`src/rtl/rej_sampler_stream.sv`:
```
// Streaming rejection sampler for Dilithium polynomial generation.
// Turns a SHAKE byte stream into accepted uniform (mod Q) or eta coefficients.
module rej_sampler_stream #(
   parameter int          N       = 256,
   parameter int          CNT_W   = 9,
   parameter int          COEFF_W = 32,
   parameter int unsigned Q       = 8380417
) (
   input  logic               clock,
   input  logic               reset,
   input  logic               start,
   input  logic [1:0]         mode,
   input  logic [CNT_W-1:0]   len,
   input  logic [7:0]         in_byte,
   input  logic               in_valid,
   input  logic               in_last,
   output logic               in_ready,
   output logic [COEFF_W-1:0] coeff_out,
   output logic [CNT_W-1:0]   coeff_idx,
   output logic               coeff_valid,
   input  logic               coeff_ready,
   output logic [CNT_W-1:0]   ctr,
   output logic               busy,
   output logic               done,
   output logic               exhausted
);

   typedef enum logic [2:0] {IDLE, COLLECT, EVAL, EMIT, DONE} state_t;

   state_t             state, state_n;
   logic [1:0]         mode_r;
   logic [CNT_W-1:0]   len_eff, len_c, ctr_n;
   logic [23:0]        t, cand;
   logic [1:0]         bcnt;
   logic               nib_sel, last_seen;

   logic               is_eta, hs_in, hs_out, last_coeff, more_nib, accept;
   logic [3:0]         nib, nmod, eta_v;
   logic [COEFF_W-1:0] value;

   always_comb begin
      is_eta     = (mode_r == 2'd1) || (mode_r == 2'd2);
      hs_in      = in_valid && in_ready;
      hs_out     = coeff_valid && coeff_ready;
      last_coeff = (ctr + CNT_W'(1)) == len_eff;
      more_nib   = is_eta && !nib_sel;
      len_c      = (len > CNT_W'(N)) ? CNT_W'(N) : len;

      cand  = t & 24'h7F_FFFF;
      nib   = nib_sel ? t[7:4] : t[3:0];
      nmod  = nib % 4'd5;
      // 4-bit wraparound subtraction yields the two's-complement eta value
      if (mode_r == 2'd1) begin
         accept = nib < 4'd15;
         eta_v  = 4'd2 - nmod;
      end else if (mode_r == 2'd2) begin
         accept = nib < 4'd9;
         eta_v  = 4'd4 - nib;
      end else begin
         accept = cand < 24'(Q);
         eta_v  = '0;
      end
      value = is_eta ? {{(COEFF_W-4){eta_v[3]}}, eta_v}
                     : {{(COEFF_W-24){1'b0}}, cand};

      ctr_n = ctr;
      if (state == IDLE && start) ctr_n = '0;
      else if (hs_out)            ctr_n = ctr + CNT_W'(1);

      state_n = state;
      case (state)
         IDLE:    if (start) state_n = (len_c == '0) ? DONE : COLLECT;
         COLLECT: if (hs_in) begin
                     if (is_eta || bcnt == 2'd2) state_n = EVAL;
                     else if (in_last)           state_n = DONE;
                  end
         EVAL:    if (accept)        state_n = EMIT;
                  else if (more_nib) state_n = EVAL;
                  else if (last_seen) state_n = DONE;
                  else               state_n = COLLECT;
         EMIT:    if (hs_out) begin
                     if (last_coeff)     state_n = DONE;
                     else if (more_nib)  state_n = EVAL;
                     else if (last_seen) state_n = DONE;
                     else                state_n = COLLECT;
                  end
         DONE:    if (!start) state_n = IDLE;
         default: state_n = IDLE;
      endcase
   end

   always_ff @(posedge clock) begin
      if (reset) begin
         state       <= IDLE;
         mode_r      <= '0;
         len_eff     <= '0;
         t           <= '0;
         bcnt        <= '0;
         nib_sel     <= 1'b0;
         last_seen   <= 1'b0;
         in_ready    <= 1'b0;
         coeff_valid <= 1'b0;
         coeff_out   <= '0;
         coeff_idx   <= '0;
         ctr         <= '0;
         busy        <= 1'b0;
         done        <= 1'b0;
         exhausted   <= 1'b0;
      end else begin
         state       <= state_n;
         ctr         <= ctr_n;
         in_ready    <= (state_n == COLLECT);
         coeff_valid <= (state_n == EMIT);
         busy        <= (state_n == COLLECT) || (state_n == EVAL) || (state_n == EMIT);
         done        <= (state_n == DONE);

         // Only an emit-driven finish can have reached len; every other way into DONE is short
         if (state != DONE && state_n == DONE)
            exhausted <= (state != IDLE) && (ctr_n < len_eff);
         else if (state_n == IDLE)
            exhausted <= 1'b0;

         case (state)
            IDLE: if (start) begin
               mode_r    <= mode;
               len_eff   <= len_c;
               t         <= '0;
               bcnt      <= '0;
               nib_sel   <= 1'b0;
               last_seen <= 1'b0;
            end
            COLLECT: if (hs_in) begin
               if (is_eta) begin
                  t[7:0]    <= in_byte;
                  nib_sel   <= 1'b0;
                  last_seen <= in_last;
               end else begin
                  t[{bcnt, 3'b000} +: 8] <= in_byte;
                  if (bcnt == 2'd2) begin
                     bcnt      <= '0;
                     last_seen <= in_last;
                  end else begin
                     bcnt <= bcnt + 2'd1;
                  end
               end
            end
            EVAL: begin
               if (accept) begin
                  coeff_out <= value;
                  coeff_idx <= ctr;
               end else if (more_nib) begin
                  nib_sel <= 1'b1;
               end
            end
            EMIT: if (hs_out && more_nib) nib_sel <= 1'b1;
            default: ;
         endcase
      end
   end

endmodule

```
`config.mk`:
```
export PLATFORM = sky130hd
export DESIGN_NAME = rej_sampler_stream
export DESIGN_NICKNAME = d
export VERILOG_FILES = /design/src/rtl/rej_sampler_stream.sv
export SDC_FILE = /design/constraint.sdc
export NUM_CORES = 1
export LEC_CHECK = 0
export CORE_MARGIN = 10
export CORE_UTILIZATION = 58
export DETAILED_ROUTE_END_ITERATION = 8
export PLACE_DENSITY = 0.95
export SLEW_MARGIN = 20
export SYNTH_ARGS = -nofsm -noshare
export SYNTH_HDL_FRONTEND = slang
export SYNTH_SLANG_ARGS = --single-unit
```
`constraint.sdc`:
```
create_clock -name clock -period 7.4 [get_ports clock]
set_input_delay 1.48 -clock clock [delete_from_list [all_inputs] [get_ports clock]]
set_output_delay 1.48 -clock clock [all_outputs]
set_load 0.01 [all_outputs]
```
Word-level counts from Yosys, hierarchy flattened
Index checks and enable logic that the tools add are counted.
{ "classes": {"add_sub_neg": 5, "multipliers": 0, "div_mod_pow": 1, "n_lt_le_gt_ge": 5, "n_eq_ne": 21, "shift": 2, "mux": 45, "n_bitwise": 0, "reduce_logical": 25} }
{ "ops": {"columns": ["op", "n"], "rows": [
  ["$mux 24", 2],
  ["$pmux 24 s2", 1],
  ["$mux 3", 11],
  ["$mux 32", 1],
  ["$mux 9", 3],
  ["$bwmux 24", 1],
  ["$shift 8x7->24 const A", 1],
  ["$shiftx 8x7->24", 1],
  ["$lt 23x23->1 const B", 1],
  ["$mux 16", 1],
  ["$pmux 3 s5", 1],
  ["$ne 2x2->1 const B", 7],
  ["$mux 1", 13],
  ["$eq 3x2->1 const B", 4],
  ["$mux 4", 3],
  ["$add 9x1->9 const B", 1],
  ["$eq 9x9->1", 1],
  ["$gt 9x9->1 const B", 1],
  ["$logic_not 9->1", 1],
  ["$lt 9x9->1", 1],
  ["$lt 4x4->1 const B", 2],
  ["$mux 2", 4],
  ["$mux 8", 1],
  ["$reduce_and 4->1", 2],
  ["other kinds (23)", 39]
]} }
{ "word_totals": {"register_bits": 97, "latch_bits": 0, "ramBits": 0, "rom_bits": 0, "wordCells": 120, "mem_count": 0} }

Depth between registers and ports, before layout
Gate-level depths: netlist (run 1).
{ "logic_depth": {"ltp_word": 10, "ltp_mapped": 18, "depth_no_buf": 17} }

Worst setup path after synthesis (run 1)
Ideal clock, no wire load.
{ "synth_timing": {"path_kind": "register to register", "from": "reg nib_sel", "to": "reg coeff_out[2]", "t_arrival_ns": 3.428, "path_slack_ns": 3.845, "stages_incl_launch_ff": 19, "n_path_buf": 1, "path_cell_list": "dfxtp_1 buf_6 mux2i_2 inv_1 ha_1 nor2_1 a21o_1 xnor2_1 ha_1 nand2b_1 o21ai_1 o21a_2 o21ai_0 ha_1 xnor2_1 a221oi_1 nor3_1 a21oi_1 nor2_1"} }
{ "synth_between": {"elab_chain_len": 5} }
{ "synth_lines": {"columns": ["item", "line_no", "source"], "rows": [
  ["from (decl)", "35", "logic nib_sel, last_seen;"],
  ["from (signal assigned)", "99", "nib_sel <= 1'b0;"],
  ["from (signal assigned)", "129", "nib_sel <= 1'b0;"],
  ["from (signal assigned)", "135", "nib_sel <= 1'b0;"],
  ["$mux 4 (*)", "50", "nib = nib_sel ? t[7:4] : t[3:0];"],
  ["$mod 4x3->4, or another cell as far along", "51", "nmod = nib % 4'd5;"],
  ["$sub 2x4->4, or another cell as far along", "55", "eta_v = 4'd2 - nmod;"],
  ["$mux 4 or $mux 1 (tied branches)", "53", "if (mode_r == 2'd1) begin"],
  ["$mux 32 or $reduce_and 2->1 (tied branches)", null, null],
  ["to (signal assigned)", "149", "coeff_out <= value;"],
  ["to (decl)", "18", "output logic [COEFF_W-1:0] coeff_out,"]
]} }
Every way passes the cells marked *; elsewhere a longest branch is shown, timed or not.
A chain may end at the register's enable or synchronous reset.

Worst setup path after layout (run 1)
{ "layout_timing": {"from": "reg nib_sel", "to": "reg coeff_out[19]"} }
The elaborated chain is that of the path after synthesis.

==> results of run 1 <==
-- sequential cells by signal (all words and copies together), names as in the netlist, 2 cells and up --
name,flops
coeff_idx,9
len_eff,9
mode_r,2
state,3
ctr,9
bcnt,2
coeff_out,24
t,23
-- worst reg2reg max path: cells and delay by family, from the launching register on --
kind / cells / cell delay, ns
AO/OA/AOI/OAI: 5 / 1.53
flip-flops: 1 / 0.58
AND/OR/NAND/NOR: 3 / 0.45
adder cells (fa/ha/maj): 2 / 0.49
buffers and inverters: 1 / 0.25
XOR/XNOR: 2 / 0.36
multiplexers: 1 / 0.48
-- how the worst max path moves through the flow --
stage / startpoint / endpoint / cells after the start
after global routing: nib_sel$_SDFFE_PP0P_ / coeff_out[15]$_SDFFE_PP0P_ / 14
after floorplan: nib_sel$_SDFFE_PP0P_ / coeff_out[2]$_SDFFE_PP0P_ / 18
final: nib_sel$_SDFFE_PP0P_ / coeff_out[19]$_SDFFE_PP0P_ / 14
after global placement: nib_sel$_SDFFE_PP0P_ / coeff_out[21]$_SDFFE_PP0P_ / 14
after detailed placement: nib_sel$_SDFFE_PP0P_ / coeff_out[3]$_SDFFE_PP0P_ / 14
after CTS: nib_sel$_SDFFE_PP0P_ / coeff_out[3]$_SDFFE_PP0P_ / 14
-- final cells by class --
class                      count  area, µm²
clock buffer                   9        124
clock inverter                 7        149
sequential                    88       1760
fill                         583       2330
tap                          105        131
inverter                      25       93.8
multi-input combinational    430       2740
timing repair buffer          82        808
-- cell usage in the layout, fill, tap and decap left out, types with 3 or more instances in the layout --
cell type        synthesis  final
a211oi_1                 7      7
a21oi_1                 69     69
a22o_1                   6      6
a22oi_1                 16     16
and2_1                   3      3
buf_4                    8      3
bufinv_16                0      4
clkbuf_8                 0      9
clkdlybuf4s50_1          0     78
dfxtp_1                 88     88
ha_1                    26     26
inv_1                   22     22
mux2i_2                  4      4
nand2_1                 59     59
nand2b_1                 6      6
nand3_1                 19     19
nand3b_1                 4      4
nand4_1                  5      5
nor2_1                  57     57
nor2_2                  21     21
nor3_1                  16     15
nor4_1                   6      6
o211ai_1                 3      3
o21a_1                  21     21
o21ai_0                 10     10
o21ai_1                  7      7
xnor2_1                 13     13
xor2_1                  11     11
-- layer usage --
metal / share of wire / routed length, µm
met5: 0 / 0
met2: 0.48 / 6180
met3: 0.095 / 1230
met1: 0.40 / 5230
met4: 0.028 / 358
-- kinds of logic after synthesis --
kind of cell / count (synthesis) / synth area share
AOI/OAI and AO/OA: 164 / 0.229
xor gates and xnor gates: 25 / 0.0473
adders and majority gates: 26 / 0.0679
buffers and inverters: 62 / 0.0619
DFF: 88 / 0.368
muxes: 6 / 0.0159
and+or+nand+nor: 209 / 0.210
-- report_power, final --
group | switching, µW | internal (µW) | total, µW
clock network | 186 | 263 | 449
registers | 14.1 | 483 | 497
logic | 95.0 | 56.2 | 151
total | 295 | 802 | 1100
-- stage by stage --
| step | total power (µW) | area, µm² | setup WS (ns) | hold slack (ns) | util |
|---|---|---|---|---|---|
| after global placement | 651 | 5530 | 3.38 | 0.443 | 0.680 |
| after CTS | 1100 | 5800 | 3.14 | 0.465 | 0.714 |
| after global routing | 1130 | 5800 | 2.81 | 0.501 | 0.714 |
| after detailed placement | 655 | 5530 | 3.15 | 0.452 | 0.680 |
| after floorplan | 610 | 4790 | 3.84 | 0.453 | - |
| final | 1100 | 5800 | 3.11 | 0.463 | 0.714 |
==> impl_metrics.env, run 1 <==
export IMPL_drive_gt1_frac=0.0905
export IMPL_critical_path_most_common_cell="ha_1"
export IMPL_final_stage_net_count=687
export IMPL_clock_path_buffers=2
export IMPL_max_freq_ghz=0.233
export IMPL_grt_remaining_overflow=0
export IMPL_crit_path_max_incr_delay_ns=0.72
export IMPL_ys_ff_latch=88
export IMPL_die_height_um=111
export IMPL_timing_reg2reg_setup_slack_ns=3.11
export IMPL_initial_utilization=0.589
export IMPL_vias_per_cell=6.07
export IMPL_finalWeightedCongestion=0.905
export IMPL_hold_end="coeff_idx[2]$_SDFFE_PP0P_"
export IMPL_timing_critical_path_slowest_stage_cell="a31oi_4"
export IMPL_layout_cells_non_filler=746
export IMPL_post_cts_setup_buffer_count=0
export IMPL_synth_seq_area_share=0.368
export IMPL_yosys_cell_count_top_type="dfxtp_1"
export IMPL_drc_errors=0
export IMPL_number_of_diodes=0
export IMPL_wire_per_inst_um=17.4
export IMPL_timing_setup_critical_path_class="reg2reg"
export IMPL_global_route_usage_met1=0.240
export IMPL_synth_yosys_warnings=0
export IMPL_synth_fp_nets=631
export IMPL_worst_path_buf_inv=1
export IMPL_fp_coreArea_um2=8130
export IMPL_tightest_slew_margin_relative_to_the_limit=0.408
export IMPL_final_setup_viols=0
export IMPL_tritoncts_clock_tree="built"
export IMPL_numCtsBuffers=9
export IMPL_min_period_ns=4.29
export IMPL_worst_r2r_endpoint="coeff_out[19]$_SDFFE_PP0P_"
export IMPL_design_portCount=80
export IMPL_num_rows=33
export IMPL_worstPathCellList="mux2i_2 > inv_1 > ha_1 > nor2_1 > a21o_1 > xnor2_1 > ha_1 > nand2b_1 > o21ai_1 > o21a_2 > o311ai_4 > xnor2_2 > a31oi_4 > nor2_2"
export IMPL_synth_top_cells_by_count="dfxtp_1 (88), a21oi_1 (69), nand2_1 (59), nor2_1 (57), ha_1 (26)"
export IMPL_detail_route_antenna_nets=0
export IMPL_first_global_vias=4457
export IMPL_fin_worst_skew_ns=0.00943
export IMPL_crit_family="compound AO/OA/AOI/OAI gates"
export IMPL_cts_hold_buffers_added=0
export IMPL_worst_setup_path_start_kind="register"
export IMPL_final_min_period_over_clock_period=0.579
export IMPL_ranking_of_synthesized_cells_by_area="dfxtp_1 (37%), a21oi_1 (7.2%), ha_1 (6.8%)"
export IMPL_cts_sink_count=88
export IMPL_finalHoldViolCount=0
export IMPL_place_inst=730
export IMPL_netlist_area_leader_share=0.368
export IMPL_yosys_most_used_dff="dfxtp_1"
export IMPL_antenna_violations_before_repair=0
export IMPL_clk_transition_reported_paths_ns=0.09
export IMPL_worst_hold_path_num_cells=2
export IMPL_netlist_instances=580
export IMPL_hpwl_um=9440
export IMPL_hold_path_class="reg2reg"
export IMPL_worst_hold_startpoint="coeff_idx[2]$_SDFFE_PP0P_"
export IMPL_timing_max_cap_violations=0
export IMPL_setup_tns_ns=0
export IMPL_htree_levels=3
export IMPL_worst_r2r_startpoint="nib_sel$_SDFFE_PP0P_"
export IMPL_p_leak_uw=0.00209
export IMPL_dieWidth_um=111
export IMPL_synth_cell_area_um2=4790
export IMPL_max_ir_drop_vdd_v=0.000112
export IMPL_grt_max_degree=66
export IMPL_synth_to_final_area_change_pct=21.2
export IMPL_route_final_wire_length_um=13000
export IMPL_met3_usage=0.0590
export IMPL_dr_total_vias=4530
export IMPL_firstDrtPassIters=5
export IMPL_ys_async_sr_fraction=0
export IMPL_floorplan_die_area_um2=12300
export IMPL_mean_cell_area_of_the_mapped_netlist_um2=8.26
export IMPL_r2r_worst_path_cells=14
export IMPL_clkLatencyLatePin_ns=0.36
export IMPL_status="finished clean"
export IMPL_root_buffer="clkbuf_8"
export IMPL_drtIter0Drc=424
export IMPL_synth_lib_cells_used_distinct=65
export IMPL_synth_edff_count=0
export IMPL_final_max_slew_viol_count=0
export IMPL_worst_setup_path_end_kind="register"
export IMPL_cts_repair_resize_count=0
export IMPL_placement_io_buffers=79
export IMPL_power_density_nw_per_um2=189
export IMPL_global_route_usage_met2=0.338
export IMPL_worst_ep_required_time_ns=7.63
export IMPL_grt_pass1_wl_um=21600
export IMPL_critical_path_peak_fanout=20
export IMPL_grt_busiest_layer="met2"
export IMPL_global_route_usage_total=0.203
export IMPL_grt_setup_unrepaired="no"
export IMPL_critical_path_arrival_ns=4.51
export IMPL_timing_worst_slew_pin_value_ns=0.883
export IMPL_synth_top_area_cell="dfxtp_1"
No activity file was read; power rests on OpenSTA's default activity.
==> run 2: changes to the inputs <==
Settings changed: CORE_UTILIZATION 58 to 48, PLACE_DENSITY 0.95 to 0.86.
Clock period 7.4 ns to 3.65 ns, I/O delays scaled along.
==> impl_metrics.env, run 2 (synthesis gave the netlist of run 1 again) <==
export IMPL_detail_route_antenna_nets=0
export IMPL_num_rows=36
export IMPL_multi_input_comb_area_um2=2740
export IMPL_drtIter0Drc=339
export IMPL_tritoncts_clock_tree="built"
export IMPL_r2r_worst_path_cells=17
export IMPL_max_ir_drop_vdd_v=0.000241
export IMPL_final_setup_viols=0
export IMPL_worst_hold_path_num_cells=2
export IMPL_worst_setup_path_start_kind="register"
export IMPL_die_height_um=120
export IMPL_worst_setup_path_end_kind="register"
export IMPL_setup_tns_ns=0
export IMPL_timing_worst_slew_pin_value_ns=0.868
export IMPL_final_min_period_over_clock_period=0.932
export IMPL_cts_sink_count=88
export IMPL_dr_total_vias=4527
export IMPL_floorplan_die_area_um2=14400
export IMPL_vias_per_cell=5.74
export IMPL_timing_reg2reg_setup_slack_ns=0.25
export IMPL_root_buffer="clkbuf_8"
export IMPL_status="finished clean"
export IMPL_timing_max_cap_violations=0
export IMPL_worst_hold_startpoint="coeff_idx[8]$_SDFFE_PP0P_"
export IMPL_final_stage_net_count=701
export IMPL_reg_largest_list="coeff_out x24, t x23"
export IMPL_finalWeightedCongestion=0.912
export IMPL_final_cell_mix="dfxtp_1 (88), clkdlybuf4s50_1 (78), a21oi_1 (69)"
export IMPL_postLayoutCoreUtil=0.604
export IMPL_clk_transition_reported_paths_ns=0.09
export IMPL_fp_coreArea_um2=9730
export IMPL_grt_pass1_wl_um=21600
export IMPL_cts_hold_buffers_added=0
export IMPL_wire_per_inst_um=16.6
export IMPL_initial_utilization=0.492
export IMPL_hold_path_class="reg2reg"
export IMPL_clock_path_buffers=2
export IMPL_dieWidth_um=120
export IMPL_grt_remaining_overflow=0
export IMPL_power_density_nw_per_um2=344
export IMPL_placement_io_buffers=79
export IMPL_hold_end="coeff_idx[8]$_SDFFE_PP0P_"
export IMPL_finalHoldViolCount=0
export IMPL_worst_r2r_startpoint="nib_sel$_SDFFE_PP0P_"
export IMPL_mostFrequentLayoutCell="dfxtp_1"
export IMPL_design_portCount=80
export IMPL_drive_gt1_frac=0.110
export IMPL_antenna_violations_before_repair=0
export IMPL_firstDrtPassIters=6
export IMPL_first_global_vias=4461
export IMPL_final_max_slew_viol_count=0
export IMPL_max_freq_ghz=0.294
export IMPL_clkLatencyLatePin_ns=0.36
export IMPL_worst_r2r_endpoint="coeff_out[2]$_SDFFE_PP0P_"
export IMPL_number_of_diodes=0
export IMPL_tightest_slew_margin_relative_to_the_limit=0.418
export IMPL_largest_register="coeff_out"
export IMPL_p_leak_uw=0.00212
export IMPL_fin_worst_skew_ns=0.0132
export IMPL_critical_path_peak_fanout=7
export IMPL_layout_area_seq_um2=1760
export IMPL_critical_path_arrival_ns=3.63
export IMPL_htree_levels=3
export IMPL_filler_cell_count=873
export IMPL_numCtsBuffers=9
export IMPL_drc_errors=0
export IMPL_timing_setup_critical_path_class="reg2reg"
export IMPL_synth_to_final_area_change_pct=22.7
export IMPL_hpwl_um=10100
export IMPL_worst_ep_required_time_ns=3.88
export IMPL_min_period_ns=3.40
export IMPL_hold_ws_ns=0.460
export IMPL_global_route_usage_total=0.180
export IMPL_grt_max_degree=37
export IMPL_largest_reg_flops=24
export IMPL_route_final_wire_length_um=13100
[run 2: cell type report]
class                      count  share of cell area
timing repair buffer          96               0.156
inverter                      25              0.0160
sequential                    88               0.300
clock inverter                 4             0.00894
multi-input combinational    430               0.466
tap                          133              0.0283
clock buffer                  12              0.0247
[run 2: timing repair]
action                     CTS  global route
buffers inserted             0             2
setup endpoints to repair    0             1
gates resized for setup      0             3
[run 2: worst max path at each step]
stage / from / endpoint / slack [ns] / cells after the start
6_report: nib_sel$_SDFFE_PP0P_ / coeff_out[2]$_SDFFE_PP0P_ / 0.25 / 17
5_1_grt: nib_sel$_SDFFE_PP0P_ / coeff_out[2]$_SDFFE_PP0P_ / -0.0001 / 17
4_1_cts: nib_sel$_SDFFE_PP0P_ / coeff_out[2]$_SDFFE_PP0P_ / 0.19 / 17
3_5_place_dp: nib_sel$_SDFFE_PP0P_ / coeff_out[2]$_SDFFE_PP0P_ / 0.21 / 17
3_3_place_gp: nib_sel$_SDFFE_PP0P_ / coeff_out[2]$_SDFFE_PP0P_ / 0.37 / 17
2_1_floorplan: nib_sel$_SDFFE_PP0P_ / coeff_out[2]$_SDFFE_PP0P_ / 0.09 / 18
[run 2: stage by stage]
step           setup slack [ns]  power (µW)  cell area (µm²)  std cells
4_1_cts                   0.186        2020             5850        786
2_1_floorplan            0.0948        1240             4790        580
5_1_grt               -0.000101        2110             5880        788
6_report                  0.248        2020             5880        788
3_5_place_dp              0.206        1350             5660        770
3_3_place_gp              0.369        1340             5660        770
[run 2: layer usage]
| metal | GRT usage | vias to the layer above | wire [µm] |
|---|---|---|---|
| li1 | - | 2172 | - |
| met1 | 0.210 | 2146 | 5560 |
| met2 | 0.305 | 181 | 6280 |
| met3 | 0.0572 | 28 | 966 |
| met4 | 0.0596 | 0 | 303 |
| met5 | 0 | - | 0 |
[run 2: critical path: stages (launching register included)]
cell and delay (ns):
dfxtp_1 0.36, mux2i_2 0.25, inv_2 0.12, ha_1 0.21
nor2_1 0.17, a21o_1 0.23, xnor2_1 0.18, ha_2 0.25
nand2b_1 0.08, o21ai_1 0.15, o21a_2 0.22, o21ai_0 0.10
ha_1 0.22, xnor2_1 0.12, a221oi_1 0.35, nor3_1 0.10
a21oi_1 0.12, nor2_1 0.05
[run 2: power breakdown]
group / total, µW / switching, µW / internal [µW]
Clock: 688 / 349 / 339
Combinational: 329 / 201 / 128
Sequential: 1000 / 24.3 / 979
==> run 3: changes to the inputs <==
Settings changed: CTS_BUF_LIST set to sky130_fd_sc_hd__clkbuf_16.
==> impl_metrics.env, run 3 (synthesis gave the netlist of run 1 again) <==
export IMPL_status="finished clean"
export IMPL_power_density_nw_per_um2=376
export IMPL_worst_path_buf_inv=1
export IMPL_cts_hold_buffers_added=0
export IMPL_firstDrtPassIters=5
export IMPL_drc_errors=0
export IMPL_root_buffer="clkbuf_16"
export IMPL_number_of_diodes=0
export IMPL_final_stage_net_count=701
export IMPL_r2r_worst_path_cells=17
export IMPL_critical_path_peak_fanout=7
export IMPL_synth_to_final_area_change_pct=24.6
export IMPL_hpwl_um=10100
export IMPL_setup_worst_path_start="nib_sel$_SDFFE_PP0P_"
export IMPL_largest_register="coeff_out"
export IMPL_placement_io_buffers=79
export IMPL_final_cell_area_um2=5970
export IMPL_crit_family="compound AO/OA/AOI/OAI gates"
export IMPL_fin_worst_skew_ns=0.00827
export IMPL_largest_reg_flops=24
export IMPL_worst_path_stages=17
export IMPL_worst_setup_path_start_kind="register"
export IMPL_crit_path_max_incr_delay_ns=0.35
export IMPL_place_inst=770
export IMPL_reg_largest_list="coeff_out x24, t x23"
export IMPL_worst_r2r_startpoint="nib_sel$_SDFFE_PP0P_"
export IMPL_layout_cells_non_filler=788
export IMPL_clock_path_buffers=2
export IMPL_cts_sink_count=88
export IMPL_grt_remaining_overflow=0
export IMPL_dr_total_vias=4490
export IMPL_p_leak_uw=0.00217
export IMPL_detail_route_antenna_nets=0
export IMPL_timing_reg2reg_setup_slack_ns=0.26
export IMPL_initial_utilization=0.492
export IMPL_worst_setup_path_end_kind="register"
export IMPL_critical_path_arrival_ns=3.60
export IMPL_first_global_vias=4464
export IMPL_grt_pass1_wl_um=21900
export IMPL_dieWidth_um=120
export IMPL_worstPathCellList="mux2i_2 > inv_2 > ha_1 > nor2_1 > a21o_1 > xnor2_1 > ha_2 > nand2b_1 > o21ai_1 > o21a_2 > o21ai_0 > ha_1 > xnor2_1 > a221oi_1 > nor3_1 > a21oi_1 > nor2_1"
export IMPL_final_setup_viols=0
export IMPL_max_freq_ghz=0.295
export IMPL_antenna_violations_before_repair=0
export IMPL_setup_tns_ns=0
export IMPL_final_min_period_over_clock_period=0.930
export IMPL_mostFrequentLayoutCell="dfxtp_1"
export IMPL_detailed_place_area_um2=5660
export IMPL_grt_setup_unrepaired="no"
export IMPL_tritoncts_clock_tree="built"
export IMPL_clk_transition_reported_paths_ns=0.06
export IMPL_wire_per_inst_um=16.9
export IMPL_max_ir_drop_vdd_v=0.000327
export IMPL_timing_setup_critical_path_class="reg2reg"
export IMPL_finalWeightedCongestion=0.912
export IMPL_clkLatencyLatePin_ns=0.34
export IMPL_final_cell_mix="dfxtp_1 (88), clkdlybuf4s50_1 (78), a21oi_1 (69)"
export IMPL_floorplan_die_area_um2=14400
export IMPL_global_route_usage_total=0.182
export IMPL_timing_critical_path_slowest_stage_cell="dfxtp_1"
export IMPL_htree_levels=3
export IMPL_fp_coreArea_um2=9730
export IMPL_route_final_wire_length_um=13300
export IMPL_final_max_slew_viol_count=0
export IMPL_timing_max_cap_violations=0
export IMPL_min_period_ns=3.39
export IMPL_timing_worst_slew_pin_value_ns=0.853
export IMPL_drtIter0Drc=340
export IMPL_hold_path_class="reg2reg"
export IMPL_grt_max_degree=37
export IMPL_numCtsBuffers=9
export IMPL_worst_ep_required_time_ns=3.86
export IMPL_num_rows=36
export IMPL_drive_gt1_frac=0.108
export IMPL_vias_per_cell=5.70
export IMPL_worstSetupEndpoint="coeff_out[2]$_SDFFE_PP0P_"
export IMPL_finalHoldViolCount=0
export IMPL_design_portCount=80
export IMPL_worst_r2r_endpoint="coeff_out[2]$_SDFFE_PP0P_"
export IMPL_postLayoutCoreUtil=0.613
export IMPL_tightest_slew_margin_relative_to_the_limit=0.428
export IMPL_die_height_um=120
## run 3: changes by cell type in the layout (fill, tap and decap cells not counted), sizes merged
cell and change:
clkbuf -3, inv +2, clkinv +1
## run 3: how the worst min path moves through the flow
stage	from	end	slack [ns]	cells after the start
4_1_cts	coeff_idx[8]$_SDFFE_PP0P_	coeff_idx[8]$_SDFFE_PP0P_	0.46	2
6_report	coeff_idx[8]$_SDFFE_PP0P_	coeff_idx[8]$_SDFFE_PP0P_	0.46	2
3_5_place_dp	coeff_idx[8]$_SDFFE_PP0P_	coeff_idx[8]$_SDFFE_PP0P_	0.45	2
5_1_grt	coeff_out[0]$_SDFFE_PP0P_	coeff_out[0]$_SDFFE_PP0P_	0.49	2
3_3_place_gp	coeff_idx[0]$_SDFFE_PP0P_	coeff_idx[0]$_SDFFE_PP0P_	0.44	2
2_1_floorplan	mode_r[1]$_SDFFE_PP0P_	mode_r[1]$_SDFFE_PP0P_	0.45	2
## run 3: repair_timing
item | CTS | global route
hold endpoints to repair | 0 | 0
gates resized for setup | 0 | 3
setup endpoints to repair | 0 | 1
buffers inserted | 0 | 2
## run 3: worst min-delay path, stage by stage (launching register included)
cell and delay [ns]:
dfxtp_1 0.31, nand2_1 0.05, a21oi_1 0.05
## run 3: stage by stage
stage	hold slack (ns)	setup slack, ns	total power (µW)
after floorplan	0.453	0.0948	1240
after global placement	0.443	0.369	1340
after detailed placement	0.448	0.206	1350
after CTS	0.456	0.185	2240
after global routing	0.494	0.000693	2320
final	0.457	0.255	2240
## run 3: report_power, final
| part | switching, µW | internal (µW) | leakage, µW |
|---|---|---|---|
| sequential | 24.3 | 980 | 0.000711 |
| combinational | 202 | 128 | 0.00131 |
| clock | 383 | 526 | 0.000150 |
## run 3: final cells by class
type	count	area, µm²
fillers	864	3760
well taps	133	166
inverters	25	93.8
repair buffers	96	917
flip-flops and latches	88	1760
clock inverters	7	63.8
multi-input cells	430	2740
clock buffers	9	225
## run 3: per-layer routing
layer  global-route usage  up-vias  routed length (µm)
li1                     -     2171                   -
met3               0.0549       20                 956
met5                    0        -                   0
met2                0.314      162                6500
met1                0.212     2137                5680
met4               0.0558        0                 195
